`src/rtl/key_mode_pkg.sv`:
```
// Shared types and constants for the key-driven blink-mode controller.
package key_mode_pkg;

  typedef enum logic [1:0] {
    IDLE,
    PRESS_DEB,
    HELD,
    REL_DEB
  } state_t;

  localparam int unsigned MODE_W = 2;

  // Blinker half-period per mode; board builds substitute Hz-scale counts.
  localparam logic [31:0] PERIOD_TBL [4] = '{32'd4, 32'd8, 32'd16, 32'd32};

  function automatic logic [31:0] period_of(input logic [MODE_W-1:0] m);
    return PERIOD_TBL[m];
  endfunction

endpackage

```
`src/rtl/sync2.sv`:
```
// Two-flop synchronizer for a single asynchronous bit; resets to 1 (key released).
module sync2 (
  input  logic clk,
  input  logic rst,
  input  logic d,
  output logic q
);

  logic s1;

  // Shift the raw input through two flops
  always_ff @(posedge clk) begin
    if (rst) begin
      s1 <= 1'b1;
      q  <= 1'b1;
    end else begin
      s1 <= d;
      q  <= s1;
    end
  end

endmodule

```
`src/rtl/key_mode_ctrl.sv`:
```
// Push-button front end: debounces key_n, classifies short/long presses,
// steps the blink mode on short presses and toggles the blinker on long ones.
module key_mode_ctrl
  import key_mode_pkg::*;
#(
  parameter logic [31:0] DEB_CYC  = 32'd20,
  parameter logic [31:0] LONG_CYC = 32'd50_000_000
) (
  input  logic              clk,
  input  logic              rst,
  input  logic              key_n,
  output logic [31:0]       period,
  output logic              blink_en,
  output logic [MODE_W-1:0] mode,
  output logic              short_pulse,
  output logic              long_pulse
);

  state_t      state, state_nxt;
  logic        key_s;
  logic [31:0] deb_cnt;
  logic [31:0] hold_cnt;
  logic        long_done;

  logic        deb_end;
  logic        deb_clr, deb_inc;
  logic        press_acc;
  logic        hold_inc;
  logic        long_fire, short_fire;

  sync2 u_sync2 (
    .clk (clk),
    .rst (rst),
    .d   (key_n),
    .q   (key_s)
  );

  assign deb_end = (deb_cnt == DEB_CYC - 32'd1);

  // State register
  always_ff @(posedge clk) begin
    if (rst) state <= IDLE;
    else     state <= state_nxt;
  end

  // Next-state decode from the synchronized key level
  always_comb begin
    state_nxt = state;
    case (state)
      IDLE:      if (!key_s) state_nxt = PRESS_DEB;
      PRESS_DEB: begin
        if (key_s)        state_nxt = IDLE;
        else if (deb_end) state_nxt = HELD;
      end
      HELD:      if (key_s) state_nxt = REL_DEB;
      REL_DEB:   begin
        if (!key_s)       state_nxt = HELD;
        else if (deb_end) state_nxt = IDLE;
      end
      default:   state_nxt = IDLE;
    endcase
  end

  // Counter controls and pulse decisions; hold_cnt only advances while the
  // key is seen low in HELD, so a rejected release bounce freezes it.
  always_comb begin
    deb_clr    = ((state == IDLE) && !key_s) || ((state == HELD) && key_s);
    deb_inc    = ((state == PRESS_DEB) && !key_s) || ((state == REL_DEB) && key_s);
    press_acc  = (state == PRESS_DEB) && !key_s && deb_end;
    hold_inc   = (state == HELD) && !key_s && (hold_cnt != LONG_CYC);
    long_fire  = (state == HELD) && !key_s && (hold_cnt == LONG_CYC - 32'd1) && !long_done;
    short_fire = (state == REL_DEB) && key_s && deb_end && !long_done;
  end

  // Counters and registered outputs
  always_ff @(posedge clk) begin
    if (rst) begin
      deb_cnt     <= '0;
      hold_cnt    <= '0;
      long_done   <= 1'b0;
      short_pulse <= 1'b0;
      long_pulse  <= 1'b0;
      blink_en    <= 1'b1;
      mode        <= '0;
      period      <= period_of('0);
    end else begin
      if (deb_clr)      deb_cnt <= '0;
      else if (deb_inc) deb_cnt <= deb_cnt + 32'd1;

      if (press_acc)     hold_cnt <= '0;
      else if (hold_inc) hold_cnt <= hold_cnt + 32'd1;

      if (press_acc)      long_done <= 1'b0;
      else if (long_fire) long_done <= 1'b1;

      short_pulse <= short_fire;
      long_pulse  <= long_fire;

      if (long_fire) blink_en <= ~blink_en;

      if (short_fire) begin
        mode   <= mode + 2'd1;
        period <= period_of(mode + 2'd1);
      end
    end
  end

endmodule

```
`config.mk`:
```
export PLATFORM = sky130hd
export DESIGN_NAME = key_mode_ctrl
export DESIGN_NICKNAME = d
export VERILOG_FILES = /design/src/rtl/key_mode_pkg.sv /design/src/rtl/sync2.sv /design/src/rtl/key_mode_ctrl.sv
export SDC_FILE = /design/constraint.sdc
export NUM_CORES = 1
export LEC_CHECK = 0
export BUFFER_PORTS_ARGS = -buffer_cell sky130_fd_sc_hd__buf_4
export CAP_MARGIN = 20
export CORE_AREA = 2 2 118 143
export CTS_CLUSTER_DIAMETER = 50
export DETAILED_ROUTE_END_ITERATION = 10
export DIE_AREA = 0 0 120 145
export SLEW_MARGIN = 0
export SYNTH_ARGS = -nofsm -noshare
export SYNTH_HDL_FRONTEND = slang
export SYNTH_SLANG_ARGS = --single-unit
```
`constraint.sdc`:
```
create_clock -name clk -period 4.33 [get_ports clk]
set_input_delay 0.866 -clock clk [delete_from_list [all_inputs] [get_ports clk]]
set_output_delay 0.866 -clock clk [all_outputs]
set_load 0.01 [all_outputs]
```
==> impl_results.md <==
- Total power: 0.001515 W
- Final Hold Fails: 0
- Finished Core Util: 0.2769
- Pwr dens: 341.6 nW/um2
- Wire per inst: 11.14 um
- Startpoint Class: register
- Setup Buffers After CTS: 0
- Inst Count DP: 667
- # IOs: 40
- Int Power: 0.001176 W
- Async SR Flop Fraction: 0
- Max Cap Violations: 0
- # hold bufs at CTS: 0
- Max clock buf depth: 2
- Final std cells w/o fill: 684
- Die W: 120 um
- Mapped Area: 3941 um2
- Area leader, netlist: dfxtp_1
- Leakage Power: 1.488 nW
- Final Critical Period: 2.518 ns
- RSZ-0062 raised after global routing: false
- Tot GR Track Use: 0.09188
- Die height: 145 um
- Port bufs: 11
- Vias in the first global route: 2,770
- CTS buffer count: 9
- Flop pwr share: 0.475
- Critical path type: register to register
- Area share of the largest cell type after synthesis: 0.3962
- Setup TNS: 0 ns
- CTS tree: built
- CTS sink cnt: 78
- Clock-pin slew on the worst setup and hold paths: 0.06 ns
- Nets: 477
- Register area share after synthesis: 0.3962
- Drt total wl: 7621 um
- H-tree depth: 3
- Period utilisation layout: 0.5815
- Switching power of the nets: 0.0003386 W
- Antenna diodes: 0
- Clk Latency, worst-skew pair: 0.34 ns
- Comb power frac: 0.022
- Starting density of the core: 0.2461
- Pin count of the biggest net entering global routing: 34
- Post_cts resized: 0
- Post-Synthesis Cells: 464
- Fillcell total: 1,707
- Synth unique cells: 44
- Most used DFF post-synth: dfxtp_1
- Antenna violations before repair: 0
- First-pass iteration count of the detailed router: 4
- Top post-synthesis cells by area: dfxtp_1, xor2_1, nor2_1, xnor2_1, buf_4
- Max VDD drop: 181.0 uV
- Kind of cell adding the most delay to the critical path: simple AND/OR/NAND/NOR gates
- Grt ovf: 0
- Area Overhead vs Synth: 12.51%
- Slew Limit Headroom: 0.3091
- Post-synth EDFFs: 0
- Commonest non-fill, non-tap cell in the layout: dfxtp_1
- Status: complete, no violations
- First-pass GRT wire length: 13,240 um
- GP Congestion: 0.7819
- Yosys reg bits: 78
- Clock power share: 0.503
- Number of remaining DRC errors: 0
- CP required: 4.60 ns
- Sw Ratio: 0.2236
- DP HPWL: 5114 um
- Crit-path slowest cell: or3_1
- Fmax: 397.2 MHz
- Rows: 51
- Hold crit path type: register to register
- Worst Max-Slew Pin Slew: 1.036 ns
- Root buf cell: clkbuf_16
- Critical-path cell list: and4_1 -> nand3_1 -> or3_1 -> or4_1 -> a21oi_1
- Slew Limit Fails: 0
- Core footprint: 16,020 um2
- Worst EP arrival: 2.79 ns
- Most frequent cells in the layout: dfxtp_1, nor2_1, xor2_1, nand2_1, conb_1
- Share of layout cells above drive strength 1: 0.08263
- Via count: 3,016
- Max incr delay on CP: 0.58 ns
- Finished Cell Area: 4434 um2
- DIE AREA: 17,400 um2
- Synth Warn #: 0
- Cell Area, Placed: 4109 um2
- Antenna Violating Nets Remaining: 0
- Max FO, Critical Path: 20
- Crit path buffers/inverters: 0
- Sequential cell area: 1562 um2
- Area occupied by multi-input gates: 2155 um2
- Clk_skew: 0.006326 ns
- Syn_area_per_cell: 8.494 um2
- Iter 0 DRT Violations: 143
- Crit end category: register
- Vias per std cell: 4.409
- Setup violations, final: 0
metrics by stage:
step / worst slack, ns / hold slack, ns
floorplan: 2.265 / 0.3895
global placement: 1.818 / 0.4135
detailed placement: 1.802 / 0.4219
CTS: 1.795 / 0.4437
global route: 1.493 / 0.4666
finish: 1.812 / 0.4405
worst reg2reg max path: stages (launching register included):
cell and delay [ns]:
dfxtp_1 0.42, and4_1 0.27, nand3_1 0.55, or3_1 0.58
or4_1 0.47, a21oi_1 0.16
state kept, by name (all words and copies together) (netlist names), named ones only:
name / count
blink_en: 1
deb_cnt: 32
hold_cnt: 32
long_done: 1
long_pulse: 1
mode: 2
period: 4
short_pulse: 1
state: 1
u_sync2.q: 1
u_sync2.s1: 1
cell usage after synthesis (2+ instances only):
library cell and n:
dfxtp_1 78, nor2_1 73, xor2_1 34, nand2_1 30
buf_4 28, nand3_1 27, nor4_1 27, xnor2_1 26
nand4_1 21, clkbuf_1 12, nor3_1 11, a21oi_1 9
and4_1 8, inv_1 8, and3_1 7, ha_1 7
nor4b_1 6, o21ai_0 6, buf_2 4, mux2i_1 4
or2_2 4, or3_1 4, and2_1 3, buf_1 3
a21o_1 2, nand4b_1 2, nor2b_1 2, or4_1 2
final cells by class:
| class | count | share of cell area |
|---|---|---|
| sequential | 78 | 0.3521 |
| multi-input combinational | 356 | 0.4859 |
| clock inverter | 6 | 0.01552 |
| timing repair buffer | 14 | 0.02822 |
| inverter | 8 | 0.006772 |
| tap | 212 | 0.05982 |
| clock buffer | 10 | 0.05164 |
logic make-up after synthesis:
| kind of cell | after synthesis | share of synthesized area |
|---|---|---|
| other | 1 | 0.0009515 |
| buffers and inverters | 57 | 0.08444 |
| DFF | 78 | 0.3962 |
| and+or+nand+nor | 237 | 0.3238 |
| xor gates and xnor gates | 60 | 0.1333 |
| muxes | 4 | 0.01016 |
| adders and majority gates | 7 | 0.02222 |
| AOI/OAI and AO/OA | 20 | 0.02889 |
layer usage:
metal | share of wire | vias up | GRT usage
met5 | 0 | - | 0
met4 | 0.013 | 0 | 0.03118
met3 | 0.039 | 11 | 0.02869
met2 | 0.47 | 50 | 0.1474
met1 | 0.48 | 1392 | 0.1159
li1 | - | 1563 | -
power groups by stage:
stage	Sequential, W	Combinational (W)	Clock (W)
after floorplan	0.000735	0.0000439	0
after global placement	0.000736	0.0000289	0
after detailed placement	0.000736	0.0000289	0
after CTS	0.000720	0.0000290	0.000783
after global routing	0.000720	0.0000368	0.000813
final	0.000720	0.0000326	0.000762
final timing paths:
kind	slack [ns]	cells after the start	end	startpoint
hold / removal	0.44	1	u_sync2.q	u_sync2.s1
setup reg to reg	1.81	5	deb_cnt[31]	deb_cnt[5]
hold reg to reg	0.44	1	u_sync2.q	u_sync2.s1
setup / recovery	1.81	5	deb_cnt[31]	deb_cnt[5]
(Power assumes the default switching activity.)
